<file path="config.mk">
export PLATFORM = sky130hd
export DESIGN_NAME = palette_loader
export DESIGN_NICKNAME = d
export VERILOG_FILES = /design/src/rtl/palette_loader.sv
export SDC_FILE = /design/constraint.sdc
export NUM_CORES = 1
export LEC_CHECK = 0
export CORE_MARGIN = 3
export CORE_UTILIZATION = 55
export CTS_BUF_LIST = sky130_fd_sc_hd__clkbuf_8
export DETAILED_ROUTE_END_ITERATION = 12
export PLACE_DENSITY = 0.74
export SLEW_MARGIN = 20
export SYNTH_ARGS = -nofsm -noshare
export SYNTH_HDL_FRONTEND = slang
export SYNTH_SLANG_ARGS = --single-unit
</file>
<file path="constraint.sdc">
create_clock -name clk -period 3.7 [get_ports clk]
set_input_delay 0.555 -clock clk [delete_from_list [all_inputs] [get_ports clk]]
set_output_delay 0.555 -clock clk [all_outputs]
set_load 0.1 [all_outputs]
</file>
<file path="src/rtl/palette_loader.sv">
// Assembles downloaded byte pairs into RGB555 palette entries and writes them to palette RAM.
// Define PALETTE_LOADER_WINDOW_EN to restrict RAM writes to the blanking window.
module palette_loader #(
   parameter int FIFO_DEPTH = 4
) (
   input  logic        clk,
   input  logic        reset_n,
   input  logic        dl_active,
   input  logic        dl_wr,
   input  logic [7:0]  dl_addr,
   input  logic [7:0]  dl_data,
   output logic        dl_wait,
   input  logic        blank,
   output logic        load_color,
   output logic [5:0]  load_color_index,
   output logic [14:0] load_color_data,
   output logic        pal_valid,
   output logic        overflow
);

   localparam int PW = (FIFO_DEPTH > 1) ? $clog2(FIFO_DEPTH) : 1;
   localparam int CW = $clog2(FIFO_DEPTH + 1);

   logic [7:0]    lo;
   logic          ent_valid;
   logic [5:0]    ent_index;
   logic [14:0]   ent_data;
   logic [20:0]   fifo_mem [FIFO_DEPTH];
   logic [PW-1:0] rd_ptr;
   logic [PW-1:0] wr_ptr;
   logic [CW-1:0] count;
   logic [CW-1:0] count_next;
   logic [20:0]   head;
   logic [5:0]    held_index;
   logic [14:0]   held_data;
   logic [63:0]   mask;
   logic [63:0]   mask_next;
   logic          dl_active_q;
   logic          active_rise;
   logic          window;
   logic          empty;
   logic          full;
   logic          pop;
   logic          push;

   always_comb begin
`ifdef PALETTE_LOADER_WINDOW_EN
      window = blank;
`else
      // Video is held off in this build, so the write window is always open.
      window = blank | 1'b1;
`endif
      head        = fifo_mem[rd_ptr];
      empty       = (count == '0);
      full        = (count == CW'(FIFO_DEPTH));
      pop         = !empty && window;
      push        = ent_valid && !full;
      active_rise = dl_active && !dl_active_q;
      count_next  = count + CW'(push) - CW'(pop);

      load_color       = pop;
      load_color_index = pop ? head[20:15] : held_index;
      load_color_data  = pop ? head[14:0]  : held_data;

      // A pop in the same cycle as a new download start still counts toward the fresh mask.
      mask_next = active_rise ? '0 : mask;
      if (pop) begin
         mask_next[head[20:15]] = 1'b1;
      end
   end

   always_ff @(posedge clk) begin
      if (reset_n && push) begin
         fifo_mem[wr_ptr] <= {ent_index, ent_data};
      end
   end

   always_ff @(posedge clk) begin
      if (!reset_n) begin
         lo          <= '0;
         ent_valid   <= 1'b0;
         ent_index   <= '0;
         ent_data    <= '0;
         rd_ptr      <= '0;
         wr_ptr      <= '0;
         count       <= '0;
         held_index  <= '0;
         held_data   <= '0;
         mask        <= '0;
         dl_active_q <= 1'b0;
         dl_wait     <= 1'b0;
         pal_valid   <= 1'b0;
         overflow    <= 1'b0;
      end else begin
         ent_valid <= 1'b0;
         if (dl_wr && !dl_addr[7]) begin
            if (!dl_addr[0]) begin
               lo <= dl_data;
            end else begin
               ent_valid <= 1'b1;
               ent_index <= dl_addr[6:1];
               ent_data  <= {dl_data[6:0], lo};
               lo        <= '0;
            end
         end

         if (push) begin
            wr_ptr <= wr_ptr + 1'b1;
         end
         if (pop) begin
            rd_ptr     <= rd_ptr + 1'b1;
            held_index <= head[20:15];
            held_data  <= head[14:0];
         end
         count       <= count_next;
         mask        <= mask_next;
         dl_active_q <= dl_active;
         dl_wait     <= (count >= CW'(FIFO_DEPTH - 1));
         pal_valid   <= (&mask_next) && (count_next == '0);
         overflow    <= (overflow && !active_rise) || (ent_valid && full);
      end
   end

endmodule

</file>
==> summary.md, run 1 <==
| Metric | Value |
|---|---|
| Worst Hold End | `ent_data[3]$_SDFFE_PN0P_` |
| TritonCTS clock tree | `built` |
| Crit-path cells | `mux4_2, nor4b_4, a21o_1, a32oi_1, nor4_1, nand4_1, nor4_2` |
| Initial antenna violation count | `0` |
| Drt total wl | `17900 um` |
| Worst Tran Pin Value | `968 ps` |
| Clock Latency Late Sink | `510 ps` |
| Peak supply drop | `0.000582 V` |
| Die W | `132 um` |
| Synth top area share | `0.294` |
| Worst setup SP type | `flip-flop` |
| Final cell count without fillers | `1024` |
| IO Pins | `46` |
| CP max-delay cell | `nor4b_4` |
| Post-layout min period | `3190 ps` |
| Synth area leaders | `dfxtp_1 (29%), edfxtp_1 (29%), a22oi_1 (5.3%)` |
| Initial Util | `0.568` |
| P&R area growth vs syn | `13.5%` |
| Wire per inst | `17.5 um` |
| Crit-path max FO | `11` |
| Final setup violation count | `0` |
| H-tree depth | `2` |
| Unique cell type count in the Yosys netlist | `45` |
| # DRC | `0` |
| CTS sink cnt | `212` |
| Die height | `132 um` |
| Hold Buf Count CTS | `0` |
| Vias in the first global route | `5916` |
| Setup CP Type | `reg2reg` |
| Global route overflow | `0` |
| Total power | `7.45 mW` |
| Worst reg2reg setup slack | `510 ps` |
| Final HPWL DP | `11500 um` |
| RR Endpoint | `pal_valid$_SDFF_PN0_` |
| Setup TNS | `0 ps` |
| WP data arrival | `3610 ps` |
| Sequential-to-total area share from yosys stat | `0.583` |
| TritonRoute pass-1 iters | `8` |
| Worst Hold Depth | `2` |
| Clk buf depth | `3` |
| CTS-repair resized insts | `0` |
| Leakage | `3.64 nW` |
| Global-route wire length before repair | `30000 um` |
| Die Footprint | `0.0174 mm2` |
| DR iter-0 viols | `508` |
| Reg2reg path depth | `7` |
| Post-synth ARST share | `0` |
| Largest net degree at the start of global routing | `91` |
| Synthesis-stage register bit count | `212` |
| PwrDens | `752 mW/mm2` |
| Critical path endpoint category | `flip-flop` |
| Top FF cell, synth | `dfxtp_1` |
| Syn Nets | `769` |
| Count of input and output buffers | `44` |
| Clock skew | `21.9 ps` |
| Synth Cell Area | `0.00873 mm2` |
| Final hold vios | `0` |
| Layout cells sized above 1 | `0.155` |
| Dpl cells | `963` |
| Core box area | `0.0154 mm2` |
| Number of flops mapped to enable cells by yosys | `84` |
| GP Congestion | `0.824` |
| Antenna-violating nets left | `0` |
| Clock slew at reported path FFs | `50 ps` |
| Hold Slack | `465 ps` |
| Mean number of vias per cell | `5.76` |
| Clk root buf | `clkbuf_8` |
| Required time worst endpoint | `4120 ps` |
| Nets | `817` |
| Max incr delay on CP | `760 ps` |
| Maxcap violations | `0` |
| Util after Layout | `0.644` |
| Final period util | `0.861` |
| Routed via count | `5895` |
| Hold/Removal Path Class | `reg2reg` |
| Total track usage | `0.210` |
| Worst hold start | `lo[3]$_SDFFE_PN0P_` |
| Synth Instances | `741` |
| # Post-CTS Setup Buffers | `0` |
| Synthesis Warnings | `0` |
| ANT cells | `0` |
| CTS buffer count | `35` |
| Avg Inst Size Synth | `11.8 um2` |
| Status | `finished, final reports clean` |
| Slew margin rel. | `0.352` |
| Max Clk Rate | `0.314 GHz` |
| Pins over their slew limit | `0` |
| Unrepaired setup endpoints after global routing | `false` |
| Yosys top cell by area | `dfxtp_1` |
| Row cnt | `45` |
==> where the power goes <==
group          total [mW]  internal, mW  leakage, nW  switching [mW]
Combinational        2.98         0.815         1.46            2.17
Sequential           2.69          2.58         1.83           0.111
Clock                1.77         0.905        0.352           0.870
==> worst max-delay path, delay by kind of cell, from the launching register on <==
family,cells,cell delay (ps)
simple gates,4,1550
mux,1,710
flops,1,570
compound gates,2,270
==> registers in the layout, indices dropped and copies added, names as in the netlist, named ones only <==
name         flops
count            3
dl_active_q      1
dl_wait          1
ent_data        15
ent_index        6
ent_valid        1
fifo_mem        84
held_data       15
held_index       6
lo               8
mask            64
overflow         1
pal_valid        1
rd_ptr           2
wr_ptr           2
==> through the flow <==
step	worst slack (ps)	instance area (um2)
after global placement	585	9300
after detailed placement	529	9300
after floorplan	487	8730
after global routing	294	9910
final	513	9910
after CTS	472	9910
==> layout make-up <==
| class | instances | area (um2) |
|---|---|---|
| Clock buffer | 36 | 495 |
| Clock inverter | 25 | 113 |
| Fill cell | 1145 | 5470 |
| Inverter | 9 | 33.8 |
| Multi-Input combinational cell | 460 | 3330 |
| Sequential cell | 212 | 5080 |
| Tap cell | 211 | 264 |
| Timing Repair Buffer | 71 | 583 |
==> routing by layer <==
metal | up-vias | share of wire | GRT usage
li1 | 2789 | - | -
met1 | 2839 | 0.44 | 0.299
met2 | 231 | 0.46 | 0.324
met3 | 36 | 0.087 | 0.0504
met4 | 0 | 0.017 | 0.0607
met5 | - | 0 | 0
==> kinds of logic after synthesis <==
group / share of synthesized area
compound gates: 0.138
xor+xnor: 0.00301
fa+ha+maj: 0.0109
buf+inv: 0.0363
flops: 0.583
mux: 0.0559
simple gates: 0.173
==> cell usage after synthesis, drive strengths merged, types with 2 or more instances <==
library cell / n
a21boi: 31
a21o: 24
a21oi: 13
a22oi: 64
a32oi: 24
and2: 27
and3: 2
and3b: 5
and4bb: 3
buf: 29
clkbuf: 31
dfxtp: 128
edfxtp: 84
ha: 6
inv: 8
mux4: 21
nand2: 121
nand2b: 2
nand3: 3
nand3b: 8
nand4: 2
nor2: 8
nor2b: 67
nor3: 3
nor3b: 4
nor4: 10
nor4b: 3
o21ai: 2
xnor2: 3
==> layout by cell type (no fill, tap or decap), types with 17 or more instances in the layout <==
| cell | n |
|---|---|
| nor2b_1 | 66 |
| dfxtp_1 | 128 |
| a21o_1 | 24 |
| clkbuf_8 | 36 |
| a32oi_1 | 24 |
| clkdlybuf4s50_1 | 21 |
| mux4_2 | 17 |
| a22oi_1 | 62 |
| inv_1 | 22 |
| edfxtp_1 | 84 |
| a21boi_0 | 31 |
| nand2_1 | 121 |
| buf_4 | 49 |
| and2_1 | 27 |
==> worst max path at each step <==
stage / from / end / slack (ps) / cells past startpoint
global route: flip-flop / pal_valid$_SDFF_PN0_ / 290 / 7
finish: flip-flop / pal_valid$_SDFF_PN0_ / 510 / 7
floorplan: count[1]$_SDFF_PN0_ / pal_valid$_SDFF_PN0_ / 490 / 11
detailed placement: flip-flop / pal_valid$_SDFF_PN0_ / 530 / 7
global placement: flip-flop / pal_valid$_SDFF_PN0_ / 590 / 7
CTS: flip-flop / load_color_data[10] / 470 / 5
No activity file was read; power rests on OpenSTA's default activity.
==> run 2: changes to the inputs <==
Settings changed: CTS_BUF_LIST sky130_fd_sc_hd__clkbuf_8 to sky130_fd_sc_hd__clkbuf_4 sky130_fd_sc_hd__clkbuf_8 sky130_fd_sc_hd__clkbuf_16.
==> run 2 against run 1 <==
Net effect: largest cell class unchanged; critical endpoint unchanged; largest power group unchanged; critical path depth unchanged; final area increased by 1.4%; sequential power about the same.
==> summary.md, run 2 (synthesis gave the netlist of run 1 again) <==
| Metric | Value |
|---|---|
| Leakage | `3.67 nW (+0.84%)` |
| Maxcap violations | `0 (unchanged)` |
| Most common cell after layout, fill and taps aside | `dfxtp_1` |
| Status | `finished, final reports clean` |
| Hold/Removal Path Class | `reg2reg` |
| Critical path endpoint category | `flip-flop` |
| CTS buffer count | `23 (-34%)` |
| Total internal power | `4.74 mW (+10%)` |
| Core box area | `0.0154 mm2 (unchanged)` |
| Cell area after layout | `0.0100 mm2 (+1.4%)` |
| Antenna-violating nets left | `0 (unchanged)` |
| Util after Layout | `0.654 (+0.00928)` |
| Die Footprint | `0.0174 mm2 (unchanged)` |
| Count of input and output buffers | `44 (unchanged)` |
| Clock Latency Late Sink | `510 ps (about the same)` |
| IO Pins | `46 (unchanged)` |
| Final cell count without fillers | `1005 (-1.9%)` |
| # Post-CTS Setup Buffers | `0 (unchanged)` |
| Pins over their slew limit | `0 (unchanged)` |
| TritonRoute pass-1 iters | `6 (-2)` |
| Filler cells | `1127 (-1.6%)` |
| Clock skew | `13.6 ps (-8.21 ps)` |
| Drt total wl | `18100 um (+0.64%)` |
| Worst Hold Depth | `2 (unchanged)` |
| Setup CP Type | `reg2reg` |
| RR Endpoint | `pal_valid$_SDFF_PN0_` |
| Commonest cells after routing, fill and taps aside | `dfxtp_1 (128), nand2_1 (121), edfxtp_1 (84)` |
| Final period util | `0.863 (+0.00197)` |
| Worst setup SP type | `flip-flop` |
| Worst Tran Pin Value | `969 ps (+0.0663 ps)` |
| Die W | `132 um (unchanged)` |
| Slew margin rel. | `0.352 (about the same)` |
| Largest net degree at the start of global routing | `91 (unchanged)` |
| CP endpoint | `pal_valid$_SDFF_PN0_` |
| PwrDens | `786 mW/mm2 (+4.6%)` |
| Initial Util | `0.568 (unchanged)` |
| Global-route wire length before repair | `29700 um (-1.2%)` |
| Total track usage | `0.206 (-0.00384)` |
| P&R area growth vs syn | `15.2%` |
| Wire per inst | `18.0 um (+2.5%)` |
| Largest regs | `fifo_mem (84), mask (64)` |
| Final hold vios | `0 (unchanged)` |
| Row cnt | `45 (unchanged)` |
| Placed Area | `0.00930 mm2 (unchanged)` |
| WP data arrival | `3610 ps (about the same)` |
| Logic gate share of total power | `0.379 (-0.021)` |
| Dpl cells | `963 (unchanged)` |
| Max Clk Rate | `0.313 GHz (-0.23%)` |
| Die height | `132 um (unchanged)` |
| # DRC | `0 (unchanged)` |
| GP Congestion | `0.824 (unchanged)` |
| Routed via count | `5863 (-0.54%)` |
| DR iter-0 viols | `558 (+9.8%)` |
| Worst reg2reg setup slack | `510 ps (about the same)` |
| CTS-repair resized insts | `0 (unchanged)` |
| Final HPWL DP | `11500 um (unchanged)` |
| Sw Ratio | `0.400 (-0.0226)` |
| Required time worst endpoint | `4120 ps (about the same)` |
| Peak supply drop | `0.000555 V (-4.6%)` |
| Clk pwr share | `0.281 (+0.043)` |
| Unrepaired setup endpoints after global routing | `false` |
| Crit-path max FO | `11 (unchanged)` |
| Nets | `805 (-1.5%)` |
| Reg2reg path depth | `7 (unchanged)` |
| Global route overflow | `0 (unchanged)` |
| Initial antenna violation count | `0 (unchanged)` |
| Setup TNS | `0 ps (unchanged)` |
| Switching pwr | `3.16 mW (+0.40%)` |
| Flop pwr share | `0.340 (-0.021)` |
| Final setup violation count | `0 (unchanged)` |
| Top reg by flops | `fifo_mem` |
| Clock slew at reported path FFs | `60 ps (about the same)` |
| Clk root buf | `clkbuf_16` |
| Vias in the first global route | `5762 (-2.6%)` |
| Max reg flops | `84 (unchanged)` |
| ANT cells | `0 (unchanged)` |
| Layout cells sized above 1 | `0.155 (about the same)` |
| H-tree depth | `1 (-1)` |
| Hold Buf Count CTS | `0 (unchanged)` |
| CTS sink cnt | `212 (unchanged)` |
| Clk buf depth | `3 (unchanged)` |
| Mean number of vias per cell | `5.83 (+1.3%)` |
| TritonCTS clock tree | `built` |
| Post-layout min period | `3190 ps (+7.29 ps)` |
-- run 2: cell types whose count changed in the layout (fill, tap and decap cells not counted) --
cell	change
clkbuf_8	-34
clkbuf_16	+23
inv_1	-14
clkbuf_4	+10
clkinvlp_4	-4
clkinv_1	-2
bufinv_16	+1
inv_16	+1
-- run 2: cell type report --
type | count | area (um2) | share of cell area
clock buffers | 35 | 678 | 0.0675
clock inverters | 7 | 72.6 | 0.00722
inverters | 9 | 33.8 | 0.00336
well taps | 211 | 264 | 0.0263
multi-input cells | 460 | 3330 | 0.332
repair buffers | 71 | 583 | 0.0580
flip-flops and latches | 212 | 5080 | 0.506
-- run 2: routing by layer --
layer	track usage	up-vias	share of wire
met4	0.0484	0	0.013
met5	0	-	0
met3	0.0305	21	0.071
li1	-	2763	-
met2	0.322	202	0.46
met1	0.307	2877	0.46
-- run 2: how the worst min path moves through the flow --
stage | startpoint | endpoint | slack (ps)
floorplan | lo[0]$_SDFFE_PN0P_ | lo[0]$_SDFFE_PN0P_ | 440
global placement | lo[3]$_SDFFE_PN0P_ | lo[3]$_SDFFE_PN0P_ | 450
detailed placement | lo[3]$_SDFFE_PN0P_ | ent_data[3]$_SDFFE_PN0P_ | 460
CTS | lo[3]$_SDFFE_PN0P_ | ent_data[3]$_SDFFE_PN0P_ | 470
global route | lo[1]$_SDFFE_PN0P_ | lo[1]$_SDFFE_PN0P_ | 500
finish | lo[3]$_SDFFE_PN0P_ | lo[3]$_SDFFE_PN0P_ | 470
-- run 2: worst max-delay path: stages, from the launching register on --
cell and delay (ps):
dfxtp_1 580, mux4_2 710, nor4b_4 770, a21o_1 200
a32oi_1 50, nor4_1 440, nand4_1 190, nor4_2 160
-- run 2: metrics by stage --
step	power (mW)	setup slack [ps]	hold slack [ps]
finish	7.90	505	470
global route	8.22	288	500
CTS	7.93	467	467
detailed placement	5.71	529	459
global placement	5.64	585	452
floorplan	5.05	487	441
-- run 2: power groups by stage --
stage	Combinational [mW]	Sequential [mW]	Clock (mW)
final	2.99	2.69	2.22
after global routing	3.17	2.71	2.35
after CTS	2.99	2.69	2.25
after detailed placement	2.97	2.74	0
after global placement	2.91	2.73	0
after floorplan	2.34	2.72	0
